`src/rtl/usb_pkg.sv`:
```
// Shared definitions for the USB full-speed receiver: PID codes, FSM states,
// bit-timing constants and CRC constants. The CRC constants are only consumed
// when USB_RX_CRC_CHECK_EN is defined.
package usb_pkg;

    // PID codes (low nibble of the PID byte)
    localparam logic [3:0] PID_OUT   = 4'b0001;
    localparam logic [3:0] PID_IN    = 4'b1001;
    localparam logic [3:0] PID_DATA0 = 4'b0011;
    localparam logic [3:0] PID_DATA1 = 4'b1011;
    localparam logic [3:0] PID_ACK   = 4'b0010;
    localparam logic [3:0] PID_NAK   = 4'b1010;
    localparam logic [3:0] PID_STALL = 4'b1110;

    // Bit timing: 100 MHz / 12 MHz = 8.33 clk, approximated by 8, 8, 9
    localparam logic [3:0] SAMPLE_OFFSET = 4'd4;
    localparam logic [3:0] PERIOD_SHORT  = 4'd8;
    localparam logic [3:0] PERIOD_LONG   = 4'd9;

    // Byte limits: 64 payload bytes plus 2 CRC bytes; buffer holds 64 bytes
    localparam logic [6:0] MAX_PKT_BYTES = 7'd66;
    localparam logic [6:0] BUFFER_FULL   = 7'd64;

    // CRC generators and good-packet residuals (shift-left form)
    localparam logic [15:0] CRC16_POLY     = 16'h8005;
    localparam logic [15:0] CRC16_RESIDUAL = 16'h800D;
    localparam logic [4:0]  CRC5_POLY      = 5'h05;
    localparam logic [4:0]  CRC5_RESIDUAL  = 5'h0C;

    typedef enum logic [2:0] {
        ST_IDLE,
        ST_SYNC,
        ST_PID,
        ST_PAYLOAD,
        ST_EOP_WAIT,
        ST_ERR_WAIT
    } rx_state_t;

    typedef enum logic [1:0] {
        PK_TOKEN,
        PK_DATA,
        PK_HANDSHAKE,
        PK_BAD
    } pid_class_t;

    function automatic pid_class_t classify_pid(input logic [3:0] pid);
        pid_class_t cls;
        case (pid)
            PID_OUT, PID_IN:             cls = PK_TOKEN;
            PID_DATA0, PID_DATA1:        cls = PK_DATA;
            PID_ACK, PID_NAK, PID_STALL: cls = PK_HANDSHAKE;
            default:                     cls = PK_BAD;
        endcase
        return cls;
    endfunction

endpackage

```
`src/rtl/usb_rx_bit_decoder.sv`:
```
// Line front end: synchronizes D+/D-, recovers bit timing from D+ edges,
// NRZI-decodes and removes stuffed zeros. All outputs are one-cycle strobes
// registered one clock after the sample point.
module usb_rx_bit_decoder
    import usb_pkg::*;
(
    input  logic clk,
    input  logic n_rst,
    input  logic dplus_in,
    input  logic dminus_in,
    input  logic unstuff_en,
    output logic bit_strobe,
    output logic bit_value,
    output logic se0,
    output logic stuff_err
);

    logic       dp_s1, dp_s2, dm_s1, dm_s2, dp_prev;
    logic [3:0] cnt;
    logic [1:0] pat_idx;
    logic [3:0] period;
    logic       edge_det, sample;
    logic       prev_level;
    logic [2:0] ones_cnt;
    logic       line_se0, dec_bit;

    // Two-flop synchronizer plus a delayed copy of D+ for edge detection
    always_ff @(posedge clk) begin
        if (!n_rst) begin
            dp_s1   <= 1'b1;
            dp_s2   <= 1'b1;
            dp_prev <= 1'b1;
            dm_s1   <= 1'b0;
            dm_s2   <= 1'b0;
        end else begin
            dp_s1   <= dplus_in;
            dp_s2   <= dp_s1;
            dp_prev <= dp_s2;
            dm_s1   <= dminus_in;
            dm_s2   <= dm_s1;
        end
    end

    // The edge cycle is count 0 of a new period; sample mid-bit
    assign edge_det = dp_s2 ^ dp_prev;
    assign period   = (pat_idx == 2'd2) ? PERIOD_LONG : PERIOD_SHORT;
    assign sample   = !edge_det && (cnt == SAMPLE_OFFSET);
    assign line_se0 = !dp_s2 && !dm_s2;
    assign dec_bit  = (dp_s2 == prev_level);

    // Bit timer: free-running 8/8/9 pattern, restarted on every D+ edge
    always_ff @(posedge clk) begin
        if (!n_rst) begin
            cnt     <= 4'd0;
            pat_idx <= 2'd0;
        end else if (edge_det) begin
            cnt     <= 4'd1;
            pat_idx <= 2'd0;
        end else if (cnt == period - 4'd1) begin
            cnt     <= 4'd0;
            pat_idx <= (pat_idx == 2'd2) ? 2'd0 : pat_idx + 2'd1;
        end else begin
            cnt <= cnt + 4'd1;
        end
    end

    // NRZI decode and unstuff at each sample point; SE0 restores the J
    // reference so the idle J after EOP decodes as 1
    always_ff @(posedge clk) begin
        if (!n_rst) begin
            bit_strobe <= 1'b0;
            bit_value  <= 1'b0;
            se0        <= 1'b0;
            stuff_err  <= 1'b0;
            prev_level <= 1'b1;
            ones_cnt   <= 3'd0;
        end else begin
            bit_strobe <= 1'b0;
            bit_value  <= 1'b0;
            se0        <= 1'b0;
            stuff_err  <= 1'b0;
            if (sample) begin
                if (line_se0) begin
                    bit_strobe <= 1'b1;
                    se0        <= 1'b1;
                    prev_level <= 1'b1;
                    ones_cnt   <= 3'd0;
                end else begin
                    prev_level <= dp_s2;
                    if (!unstuff_en) begin
                        bit_strobe <= 1'b1;
                        bit_value  <= dec_bit;
                        ones_cnt   <= 3'd0;
                    end else if (ones_cnt == 3'd6) begin
                        // stuffed position: a 0 is dropped, a 1 is an error
                        ones_cnt  <= 3'd0;
                        stuff_err <= dec_bit;
                    end else begin
                        bit_strobe <= 1'b1;
                        bit_value  <= dec_bit;
                        ones_cnt   <= dec_bit ? ones_cnt + 3'd1 : 3'd0;
                    end
                end
            end
        end
    end

endmodule

```
`src/rtl/usb_rx.sv`:
```
// USB full-speed packet receiver. Validates SYNC/PID/EOP, forwards DATA0/DATA1
// payload bytes through a two-byte delay line so CRC bytes never reach the
// buffer, and reports packet type and status.
// Optional CRC5/CRC16 checking is compiled in with USB_RX_CRC_CHECK_EN.
module usb_rx
    import usb_pkg::*;
(
    input  logic       clk,
    input  logic       n_rst,
    input  logic       dplus_in,
    input  logic       dminus_in,
    input  logic [6:0] buffer_occupancy,
    output logic [7:0] rx_packet_data,
    output logic       store_rx_packet_data,
    output logic       flush,
    output logic       rx_error,
    output logic       rx_transfer_active,
    output logic       rx_data_ready,
    output logic [3:0] rx_packet
);

    // Decoder strobes: bit_strobe is valid for one cycle, carrying bit_value
    // or an SE0 marker; stuff_err is a separate one-cycle strobe.
    logic       bit_strobe, bit_value, se0, stuff_err, unstuff_en;
    rx_state_t  state, state_n;
    logic [2:0] bit_cnt;
    logic [6:0] sreg;
    logic [7:0] byte_in;
    logic [3:0] pid;
    pid_class_t pid_cls, new_cls;
    logic [6:0] byte_cnt;
    logic [7:0] dly0, dly1;
    logic [1:0] dly_cnt;
    logic       se0_seen;
    logic       len_ok, crc_ok;
    logic       ev_err, ev_sync_ok, ev_pid_ok, ev_byte, ev_eop_ok, do_store;

    assign unstuff_en = (state == ST_SYNC) || (state == ST_PID) ||
                        (state == ST_PAYLOAD) || (state == ST_EOP_WAIT);

    usb_rx_bit_decoder u_dec (
        .clk        (clk),
        .n_rst      (n_rst),
        .dplus_in   (dplus_in),
        .dminus_in  (dminus_in),
        .unstuff_en (unstuff_en),
        .bit_strobe (bit_strobe),
        .bit_value  (bit_value),
        .se0        (se0),
        .stuff_err  (stuff_err)
    );

    // Byte being completed if the current strobe is its last bit (LSB first)
    assign byte_in = {bit_value, sreg};
    assign new_cls = classify_pid(byte_in[3:0]);
    assign pid_cls = classify_pid(pid);
    assign len_ok  = (pid_cls == PK_TOKEN) ? (byte_cnt == 7'd2) : (byte_cnt >= 7'd2);

`ifdef USB_RX_CRC_CHECK_EN
    logic [15:0] crc16;
    logic [4:0]  crc5;
    logic        fb16, fb5;

    assign fb16   = crc16[15] ^ bit_value;
    assign fb5    = crc5[4] ^ bit_value;
    assign crc_ok = (pid_cls == PK_TOKEN) ? (crc5 == CRC5_RESIDUAL) : (crc16 == CRC16_RESIDUAL);

    // Serial CRCs over every field after the PID, including the CRC itself
    always_ff @(posedge clk) begin
        if (!n_rst) begin
            crc16 <= 16'hFFFF;
            crc5  <= 5'h1F;
        end else if (ev_pid_ok) begin
            crc16 <= 16'hFFFF;
            crc5  <= 5'h1F;
        end else if (state == ST_PAYLOAD && bit_strobe && !se0) begin
            crc16 <= {crc16[14:0], 1'b0} ^ (fb16 ? CRC16_POLY : 16'h0000);
            crc5  <= {crc5[3:0], 1'b0} ^ (fb5 ? CRC5_POLY : 5'h00);
        end
    end
`else
    assign crc_ok = 1'b1;
`endif

    // FSM state register
    always_ff @(posedge clk) begin
        if (!n_rst) state <= ST_IDLE;
        else        state <= state_n;
    end

    // Next state and per-strobe events; errors and EOP override other moves
    always_comb begin
        state_n    = state;
        ev_err     = 1'b0;
        ev_sync_ok = 1'b0;
        ev_pid_ok  = 1'b0;
        ev_byte    = 1'b0;
        ev_eop_ok  = 1'b0;
        do_store   = 1'b0;
        case (state)
            ST_IDLE: begin
                if (bit_strobe && !se0 && !bit_value) state_n = ST_SYNC;
            end
            ST_SYNC: begin
                if (stuff_err || (bit_strobe && (se0 || (bit_value != (bit_cnt == 3'd7))))) begin
                    ev_err = 1'b1;
                end else if (bit_strobe && bit_cnt == 3'd7) begin
                    ev_sync_ok = 1'b1;
                    state_n    = ST_PID;
                end
            end
            ST_PID: begin
                if (stuff_err || (bit_strobe && se0)) begin
                    ev_err = 1'b1;
                end else if (bit_strobe && bit_cnt == 3'd7) begin
                    if ((byte_in[7:4] != ~byte_in[3:0]) || (new_cls == PK_BAD)) begin
                        ev_err = 1'b1;
                    end else begin
                        ev_pid_ok = 1'b1;
                        state_n   = (new_cls == PK_HANDSHAKE) ? ST_EOP_WAIT : ST_PAYLOAD;
                    end
                end
            end
            ST_PAYLOAD: begin
                if (stuff_err) begin
                    ev_err = 1'b1;
                end else if (bit_strobe && se0) begin
                    if (bit_cnt != 3'd0 || !len_ok || !crc_ok) ev_err = 1'b1;
                    else                                        ev_eop_ok = 1'b1;
                end else if (bit_strobe && bit_cnt == 3'd7) begin
                    ev_byte = 1'b1;
                    if (byte_cnt == MAX_PKT_BYTES) begin
                        ev_err = 1'b1;
                    end else if (pid_cls == PK_DATA && dly_cnt == 2'd2) begin
                        if (buffer_occupancy >= BUFFER_FULL) ev_err   = 1'b1;
                        else                                 do_store = 1'b1;
                    end
                end
            end
            ST_EOP_WAIT: begin
                if (stuff_err || (bit_strobe && !se0)) ev_err    = 1'b1;
                else if (bit_strobe)                   ev_eop_ok = 1'b1;
            end
            ST_ERR_WAIT: begin
                if (bit_strobe && se0_seen && !se0) state_n = ST_IDLE;
            end
            default: state_n = ST_IDLE;
        endcase
        if (ev_err)    state_n = ST_ERR_WAIT;
        if (ev_eop_ok) state_n = ST_IDLE;
    end

    // Datapath, delay line and registered outputs
    always_ff @(posedge clk) begin
        if (!n_rst) begin
            sreg                 <= 7'd0;
            bit_cnt              <= 3'd0;
            pid                  <= 4'd0;
            byte_cnt             <= 7'd0;
            dly0                 <= 8'd0;
            dly1                 <= 8'd0;
            dly_cnt              <= 2'd0;
            se0_seen             <= 1'b0;
            rx_packet_data       <= 8'd0;
            store_rx_packet_data <= 1'b0;
            flush                <= 1'b0;
            rx_error             <= 1'b0;
            rx_transfer_active   <= 1'b0;
            rx_data_ready        <= 1'b0;
            rx_packet            <= 4'd0;
        end else begin
            store_rx_packet_data <= 1'b0;
            flush                <= 1'b0;
            rx_data_ready        <= 1'b0;

            if (bit_strobe && !se0) sreg <= byte_in[7:1];

            if (ev_err || ev_eop_ok)    bit_cnt <= 3'd0;
            else if (state == ST_IDLE)  bit_cnt <= (state_n == ST_SYNC) ? 3'd1 : 3'd0;
            else if (bit_strobe && !se0) bit_cnt <= bit_cnt + 3'd1;

            if (ev_err)
                se0_seen <= bit_strobe && se0;
            else if (state == ST_ERR_WAIT && bit_strobe && se0)
                se0_seen <= 1'b1;

            if (ev_sync_ok) begin
                rx_error           <= 1'b0;
                rx_transfer_active <= 1'b1;
            end
            if (ev_err) begin
                rx_error           <= 1'b1;
                rx_transfer_active <= 1'b0;
            end

            if (ev_pid_ok) begin
                pid      <= byte_in[3:0];
                byte_cnt <= 7'd0;
                dly_cnt  <= 2'd0;
                flush    <= (new_cls == PK_DATA) && (buffer_occupancy != 7'd0);
            end

            if (ev_byte && !ev_err) begin
                byte_cnt <= byte_cnt + 7'd1;
                if (pid_cls == PK_DATA) begin
                    dly0    <= dly1;
                    dly1    <= byte_in;
                    dly_cnt <= (dly_cnt == 2'd2) ? 2'd2 : dly_cnt + 2'd1;
                end
            end

            if (do_store) begin
                store_rx_packet_data <= 1'b1;
                rx_packet_data       <= dly0;
            end

            if (ev_eop_ok) begin
                rx_packet          <= pid;
                rx_data_ready      <= (pid_cls == PK_DATA);
                rx_transfer_active <= 1'b0;
            end
        end
    end

endmodule

```
`config.mk`:
```
export PLATFORM = sky130hd
export DESIGN_NAME = usb_rx
export DESIGN_NICKNAME = d
export VERILOG_FILES = /design/src/rtl/usb_pkg.sv /design/src/rtl/usb_rx_bit_decoder.sv /design/src/rtl/usb_rx.sv
export SDC_FILE = /design/constraint.sdc
export NUM_CORES = 1
export LEC_CHECK = 0
export CORE_UTILIZATION = 35
export DETAILED_ROUTE_END_ITERATION = 10
export GPL_TIMING_DRIVEN = 1
export HOLD_SLACK_MARGIN = 0.03
export PLACE_DENSITY_LB_ADDON = 0.25
export SLEW_MARGIN = 5
export SYNTH_ARGS = -nofsm -noshare
export SYNTH_HDL_FRONTEND = slang
export SYNTH_SLANG_ARGS = --single-unit
```
`constraint.sdc`:
```
create_clock -name clk -period 3.6 [get_ports clk]
set_input_delay 0.72 -clock clk [delete_from_list [all_inputs] [get_ports clk]]
set_output_delay 0.72 -clock clk [all_outputs]
set_load 0.05 [all_outputs]
```
==> reports/metrics.yaml <==
grt_pass1_wl_mm: 13.0
final_cell_mix: "dfxtp_1, nand2_1, clkdlybuf4s50_1"
antenna_cells: 0
max_freq_mhz: 398
synth-edff-count: 0
first_global_vias: 2735
fin_skew_ns: 0.0117
syn-cell-area_sq_um: 3710
required_ns: 3.84
dp_cells: 559
place_area_sq_um: 4080
final_common_cell: "dfxtp_1"
cts-root-buf: "clkbuf_8"
yosys.area.top_type_share_pct: 42.6
cp-start-kind: "flip-flop"
finalInstanceArea_sq_um: 4350
seq_area_frac_synth_pct: 42.6
crit_arrival_ns: 2.75
ys.flop_type: "dfxtp_1"
fp.dieH_microns: 105
leakagePower_nw: 1.51
path_class: "flip-flop to flip-flop"
status: "completed"
cts.sinks: 79
io_buffers: 27
first_pass_iters: 4
design_power_total_mw: 1.83
drive_gt1_share_pct: 6.83
io_pins: 28
overflow: 0
die-width_microns: 105
synth.area.top_cells: "dfxtp_1, nand2_1, mux2i_1"
min_from: "u_dec.dp_s1"
synth_seq_cells: 79
post-route-period-util_pct: 69.7
min_to: "u_dec.dp_s2"
setup_ws_ns: 1.09
wirelength_mm: 7.55
reg2reg_to: "byte_cnt[2]"
vias_per_cell: 5.04
tns_ns: 0
finish.utilization_pct: 42.4
cts_setup_buffers: 0
ys_types: 57
hold_class: "flip-flop to flip-flop"
synth_cells: 412
startpoint: "bit_cnt[0]"
htreeDepth: 3
max_cap_viol_count: 0
rrSetupSlack_ns: 1.09
drc: 0
rr_startpoint: "bit_cnt[0]"
dp_slack_ns: 0.949
powerDensity_nw_per_um2: 421
dr_total_vias: 2899
final_cells: 575
die_area_sq_um: 11000
globalRouteTotalUtil_pct: 14.7
report.final.slew_viol_count: 0
async_flop_share_pct: 0
hold_depth: 1
core_sq_um: 10300
period_needed_ns: 2.51
area_delta_synth_final_pct: 17.4
hold_ws_ns: 0.411
yosysWarningCount: 0
hold_viol_final: 0
cts_resized: 0
wl_per_cell_microns: 13.1
postRouteAntennaNets: 0
rr_worst_depth: 7
postCtsHoldBufs: 0
cts_tree: "built"
hpwl_mm: 5.20
cp-end-kind: "flip-flop"
max_slew_margin_pct: 35.8
grt_max_degree: 42
drt-initial-drc-count: 161
synth_nets: 434
fin_nets: 456
fillers: 1010
critical_path.max_fanout: 9
setup_viol: 0
start_util_pct: 36.1
clk_latency_ns: 0.35
synth_top_cell_by_area: "dfxtp_1"
peakVddDrop_mv: 0.206
worst_pin_slew_ns: 0.961
place_congestion: 0.833
path_clk_slew_ns: 0.08
rsz0062_at_grt: "false"
antenna_found_initial: 0
clockBufferDepth: 2
syn_avg_cell_area_sq_um: 9.00
rows: 37
numCtsBuffers: 9
-- layout make-up --
class                      instances  area, sq um  area share [%]
multi-input combinational        300         1990            45.7
sequential                        79         1580            36.3
timing repair buffer              30          288            6.61
tap                              136          170            3.91
clock buffer                      11          141            3.25
clock inverter                     5          129            2.96
inverter                          14         52.6            1.21
-- synth_stat cells (2+ instances only) --
cell and number:
nor3b_1 3, o2111ai_1 2, and2_1 7, nand3b_1 5, and3_1 10, a21oi_1 7, o31a_1 3, nor2_1 19
nor4_1 5, a22o_1 4, nand2b_1 11, or4_1 3, a21boi_0 20, and4b_1 2, xnor2_1 5, nor3_1 12
nor2b_1 25, buf_2 6, a31oi_1 2, o21a_1 4, ha_1 11, clkbuf_1 11, nand2_1 58, dfxtp_1 79
nand3_1 16, o21ai_0 8, xor2_1 3, mux2i_1 21, o211ai_1 3, a2111oi_0 2, inv_1 14, o221a_2 4
nand4bb_1 2, or3_1 2
-- routing by layer --
layer	vias up	global-route usage [%]	wire, microns
met5	-	0	0
li1	1491	-	-
met3	12	4.24	320
met4	0	5.63	137
met1	1334	18.8	3660
met2	62	23.3	3430
-- state kept, by name (all words and copies together) (netlist names), 2 cells and up --
name / cells
dly0: 8
dly1: 8
rx_packet_data: 8
byte_cnt: 7
sreg: 7
pid: 4
rx_packet: 4
u_dec.cnt: 4
bit_cnt: 3
state: 3
u_dec.ones_cnt: 3
dly_cnt: 2
u_dec.pat_idx: 2
-- how the worst max path moves through the flow --
stage	cells past startpoint	endpoint	slack, ns
global placement	6	dly1[0]	1.03
detailed placement	6	dly0[0]	0.95
finish	7	byte_cnt[2]	1.09
CTS	8	dly0[0]	1.09
global route	7	byte_cnt[2]	0.92
floorplan	8	rx_packet_data[0]	1.54
-- critical path, stage by stage, from the launching register on --
cell	delay (ns)
dfxtp_1	0.34
ha_1	0.15
ha_1	0.24
nand4bb_1	0.31
nor2_1	0.45
nand2_1	0.28
and2_1	0.29
o311a_1	0.34
-- report_power, final --
group	switching (mW)	total (mW)	internal [mW]
Sequential	0.0128	0.894	0.881
Clock	0.321	0.873	0.552
Combinational	0.0335	0.0662	0.0326
-- cells by family (layout without fill, tap and decap cells) --
kind of cell    Yosys count  count (layout)  synth area share (%)
compound gates           70              70                  14.5
xor+xnor                  8               8                  1.89
fa+ha+maj                11              11                  3.71
buf+inv                  33              60                  3.64
flops                    79              79                  42.6
mux                      21              21                  5.67
simple gates            190             190                  27.9
Power figures use the tool's default switching activity.
==> variant 1: new RTL, same flow settings <==
Build with the macro `USB_RX_CRC_CHECK_EN` defined.
--- a/src/rtl/usb_rx.sv
+++ b/src/rtl/usb_rx.sv
@@ -4,2 +4,4 @@
 // Optional CRC5/CRC16 checking is compiled in with USB_RX_CRC_CHECK_EN.
+`define USB_RX_CRC_CHECK_EN
+
 module usb_rx
Behaviour: same outputs for any inputs over 10 cycles, from zero or initial values and one cycle with n_rst low; that may be too few to reach the edited logic, so the function may still have changed.
==> variant 1 against the unedited design <==
Sequential share of layout area rose by 2.3 points. Sequential cell count rose by 21. Power rose by 14%. Setup slack got worse by 0.16 ns. Non-clock buffer count did not move. Combinational power fell by 14%. Hold slack got worse by 0.0010 ns. Area after synthesis rose by 22%. Final area rose by 19%. Wire length rose by 19%. Via count rose by 21%. Critical path type unchanged. Die area rose by 21%.
==> variant 1: results <==
[run_status]
outcome = finished, final reports clean

[logic_synthesis]
yosys_warnings = 0
yosysUniqueCellTypes = 58
synth_cells = 522
synth_seq_area_share_pct = 44.3
synth_area_leaders = dfxtp_1, nand2_1, a21boi_0
synth-async-reset-ratio_pct = 0
synth.top_cells.by_count = nand2_1, dfxtp_1, nand3_1
syn_nets = 544
synthFlopType = dfxtp_1

[cells_and_area]
largest_reg_flops = 16
largest-register = crc16
layout.nets = 557
seqCellArea_sq_mm = 0.00200
final_cells = 712
fillerInstances = 1287
insertedDiodeCount = 0
layout-drive-gt1-share_pct = 5.93

[critical_path]
max_stage_delay_ns = 0.49
cp.arrival_ns = 2.89
crit_path_max_fanout = 23
path_delay_family = simple AND/OR/NAND/NOR gates
cp_slowest_cell = and2_1

[placed_design]
dpl.hpwl_mm = 6.23
placed_cell_area_sq_mm = 0.00490
dp.cells = 696
preCtsSetupSlack_ns = 0.757
numPortBuffers = 27
gp_congestion = 0.824

[sta]
finalSetupViolations = 0
setup_tns_ns = 0
worst_pin_slew_ns = 1.16
skew_ns = 0.00799

[grt]
grt_max_degree = 50
antenna_found_initial = 0
track_usage_pct = 14.5
grt_pass1_wl_mm = 15.3
grt_pass1_vias = 3216

[cts]
cts_made_buffers = 9
cts.clk_slew.worst_paths_ns = 0.07
cts.htree.levels = 3
cts_setup_buffers = 0
cts-resized-gates = 0
cts.path.max_buffers = 2
clock-root-buffer = clkbuf_16
clk_latency_ns = 0.34

[power]
leakage_nw = 1.87
vdd_drop_max_mv = 0.181
p_switching_mw = 0.450

[drt]
viasPerCell = 4.93
firstDrtPassIters = 5
drt_iter0_markers = 229
finalWirelength_mm = 8.95

[worst_hold_path]
hold_class = reg -> reg
[variant 1: changes by cell type in the layout (fill, tap and decap cells not counted), sizes merged, moves of 4 or more]
cell	change
dfxtp	+21
a21boi	+8
o221a	-4
bufinv	-4
nand3	+13
and3	-7
a21oi	+10
a22o	-4
a31oi	+6
nand2	+59
mux2i	-5
o21ai	-4
[variant 1: per-layer routing]
| metal | global-route usage [%] | wire length [um] | vias to the layer above |
|---|---|---|---|
| met4 | 6.41 | 160 | 0 |
| met3 | 3.09 | 301 | 11 |
| met1 | 19.0 | 4410 | 1627 |
| met2 | 23.1 | 4080 | 60 |
| met5 | 0 | 0 | - |
| li1 | - | - | 1815 |
[variant 1: cells by family after synthesis]
logic type               count (synthesis)  share of synthesized area [%]
AO/OA/AOI/OAI                           83                           13.5
XOR/XNOR                                13                           2.52
adder cells (fa/ha/maj)                 11                           3.05
buffers and inverters                   41                           3.79
flip-flops                             100                           44.3
multiplexers                            16                           3.54
AND/OR/NAND/NOR                        258                           29.3
[variant 1: worst paths after layout]
kind | startpoint | to | slack (ns) | depth (start not counted)
max reg2reg | bit_cnt[1] | byte_cnt[3] | 0.93 | 8
min reg2reg | u_dec.dp_s1 | u_dec.dp_s2 | 0.41 | 1
min | u_dec.dp_s1 | u_dec.dp_s2 | 0.41 | 1
max | bit_cnt[1] | byte_cnt[3] | 0.93 | 8
[variant 1: power by group through the flow]
| stage | registers, mW | logic [mW] | clock network, mW |
|---|---|---|---|
| CTS | 1.12 | 0.0579 | 0.938 |
| detailed placement | 1.14 | 0.0578 | 0 |
| global placement | 1.14 | 0.0570 | 0 |
| finish | 1.12 | 0.0570 | 0.906 |
| global route | 1.12 | 0.0631 | 0.980 |
| floorplan | 1.14 | 0.0388 | 0 |
[variant 1: area by class of cell]
cell class	instances	share of cell area, %
multi-input cells	381	45.3
clock buffers	12	4.76
flip-flops and latches	100	38.7
repair buffers	30	5.56
well taps	172	4.16
inverters	13	0.942
clock inverters	4	0.628
==> variant 2: new RTL, same settings <==
Without the edit above. The 6 states of `rx_state_t` get a one-hot encoding in 6 bits.
--- a/src/rtl/usb_pkg.sv
+++ b/src/rtl/usb_pkg.sv
@@ -29,9 +29,9 @@
 
-    typedef enum logic [2:0] {
-        ST_IDLE,
-        ST_SYNC,
-        ST_PID,
-        ST_PAYLOAD,
-        ST_EOP_WAIT,
-        ST_ERR_WAIT
+    typedef enum logic [5:0] {
+        ST_IDLE     = 6'b000001,
+        ST_SYNC     = 6'b000010,
+        ST_PID      = 6'b000100,
+        ST_PAYLOAD  = 6'b001000,
+        ST_EOP_WAIT = 6'b010000,
+        ST_ERR_WAIT = 6'b100000
     } rx_state_t;
Formal check against the unedited RTL: same outputs for any inputs over 10 cycles, from zero or initial values and one cycle with n_rst low; not proved beyond that.
==> variant 2 against the unedited design <==
Area after synthesis fell by 1.6%. Largest power group unchanged. Non-clock buffer count fell by 1. Global-route usage grew 0.33 points. Power decreased by 13%. Sequential cell count rose by 3. Critical endpoint unchanged. Via count grew 2.0%. Setup slack improved by 0.11 ns. Clock skew about the same. Wire length is 0.16% higher. Final area shrank 3.5%.
==> variant 2: results <==
[placed_design]
dp.cells = 571
preCtsSetupSlack_ns = 1.10
gp_congestion = 0.819

[run_status]
outcome = finished, final reports clean

[sta]
slew_headroom_pct = 49.3
hold_ws_ns = 0.413
skew_ns = 0.0121
max_freq_ghz = 0.416

[power]
p_int_mw = 1.21

[critical_path]
cp_slowest_cell = a2111o_1
timing.reg2reg.setup_slack_ns = 1.20
max_stage_delay_ns = 0.48
path_delay_family = compound AO/OA/AOI/OAI gates
cp.arrival_ns = 2.62
r2r.worst_path.cells = 8
crit_path_max_fanout = 7

[drt]
firstDrtPassIters = 5
drt_iter0_markers = 99
wl_per_cell_um = 12.9
viasPerCell = 5.04

[logic_synthesis]
yosysUniqueCellTypes = 62
synth.top_cells.by_count = dfxtp_1, nand2_1, a21oi_1
synth-xor-area-share_pct = 2.64
synthMuxAreaShare_pct = 2.74
synth_seq_area_share_pct = 45.0
syn_nets = 447
synth_area_leaders = dfxtp_1, nand2_1, a21oi_1

[grt]
grt_pass1_wl_mm = 13.2
track_usage_pct = 15.0
grt_pass1_vias = 2808
grt_max_degree = 44

[cells_and_area]
layout-drive-gt1-share_pct = 7.49
fillerInstances = 993
variant 2: changes by cell type in the layout (fill, tap and decap cells not counted), moves of 7 or more:
cell | before | now
a21oi_1 | 7 | 41
nand2_1 | 58 | 80
a21boi_0 | 20 | 0
nor2b_1 | 25 | 8
nor2_1 | 19 | 35
mux2i_1 | 21 | 10
nor3_1 | 12 | 5
variant 2: routing by layer:
metal	global-route usage, %	vias up	wire length, um	part of all wire, %
li1	-	1523	-	-
met1	19.0	1366	3740	49
met2	24.6	57	3400	45
met3	3.57	12	292	3.9
met4	5.71	0	123	1.6
met5	0	-	0	0
variant 2: layout make-up:
cell class / count / share of cell area, %
tap: 133 / 3.96
clock buffer: 10 / 3.27
inverter: 15 / 1.34
sequential: 82 / 39.1
clock inverter: 6 / 1.13
timing repair buffer: 29 / 6.79
multi-input combinational: 312 / 44.4
variant 2: power groups by stage:
stage	Combinational, mW	Clock, mW	Sequential, mW
floorplan	0.0327	0	0.938
global placement	0.0541	0	0.939
detailed placement	0.0546	0	0.939
CTS	0.0549	0.657	0.918
global route	0.0607	0.686	0.919
finish	0.0541	0.628	0.918
variant 2: worst min-delay path by stage:
stage / endpoint / from
2_1_floorplan: u_dec.dp_s2 / u_dec.dp_s1
3_3_place_gp: u_dec.dp_s2 / u_dec.dp_s1
4_1_cts: u_dec.dp_s2 / u_dec.dp_s1
6_report: u_dec.dp_s2 / u_dec.dp_s1
5_1_grt: u_dec.dp_s2 / u_dec.dp_s1
3_5_place_dp: u_dec.dp_s2 / u_dec.dp_s1
variant 2: logic make-up after synthesis:
group                    Yosys count
buffers and inverters             31
AND/OR/NAND/NOR                  193
XOR/XNOR                          11
AO/OA/AOI/OAI                     87
flip-flops                        82
adder cells (fa/ha/maj)           11
multiplexers                      10
variant 2: metrics by stage:
stage	area (sq um)	util, %
finish	4200	42.2
global route	4200	42.2
CTS	4200	42.2
detailed placement	4020	40.4
global placement	4020	40.4
floorplan	3650	-
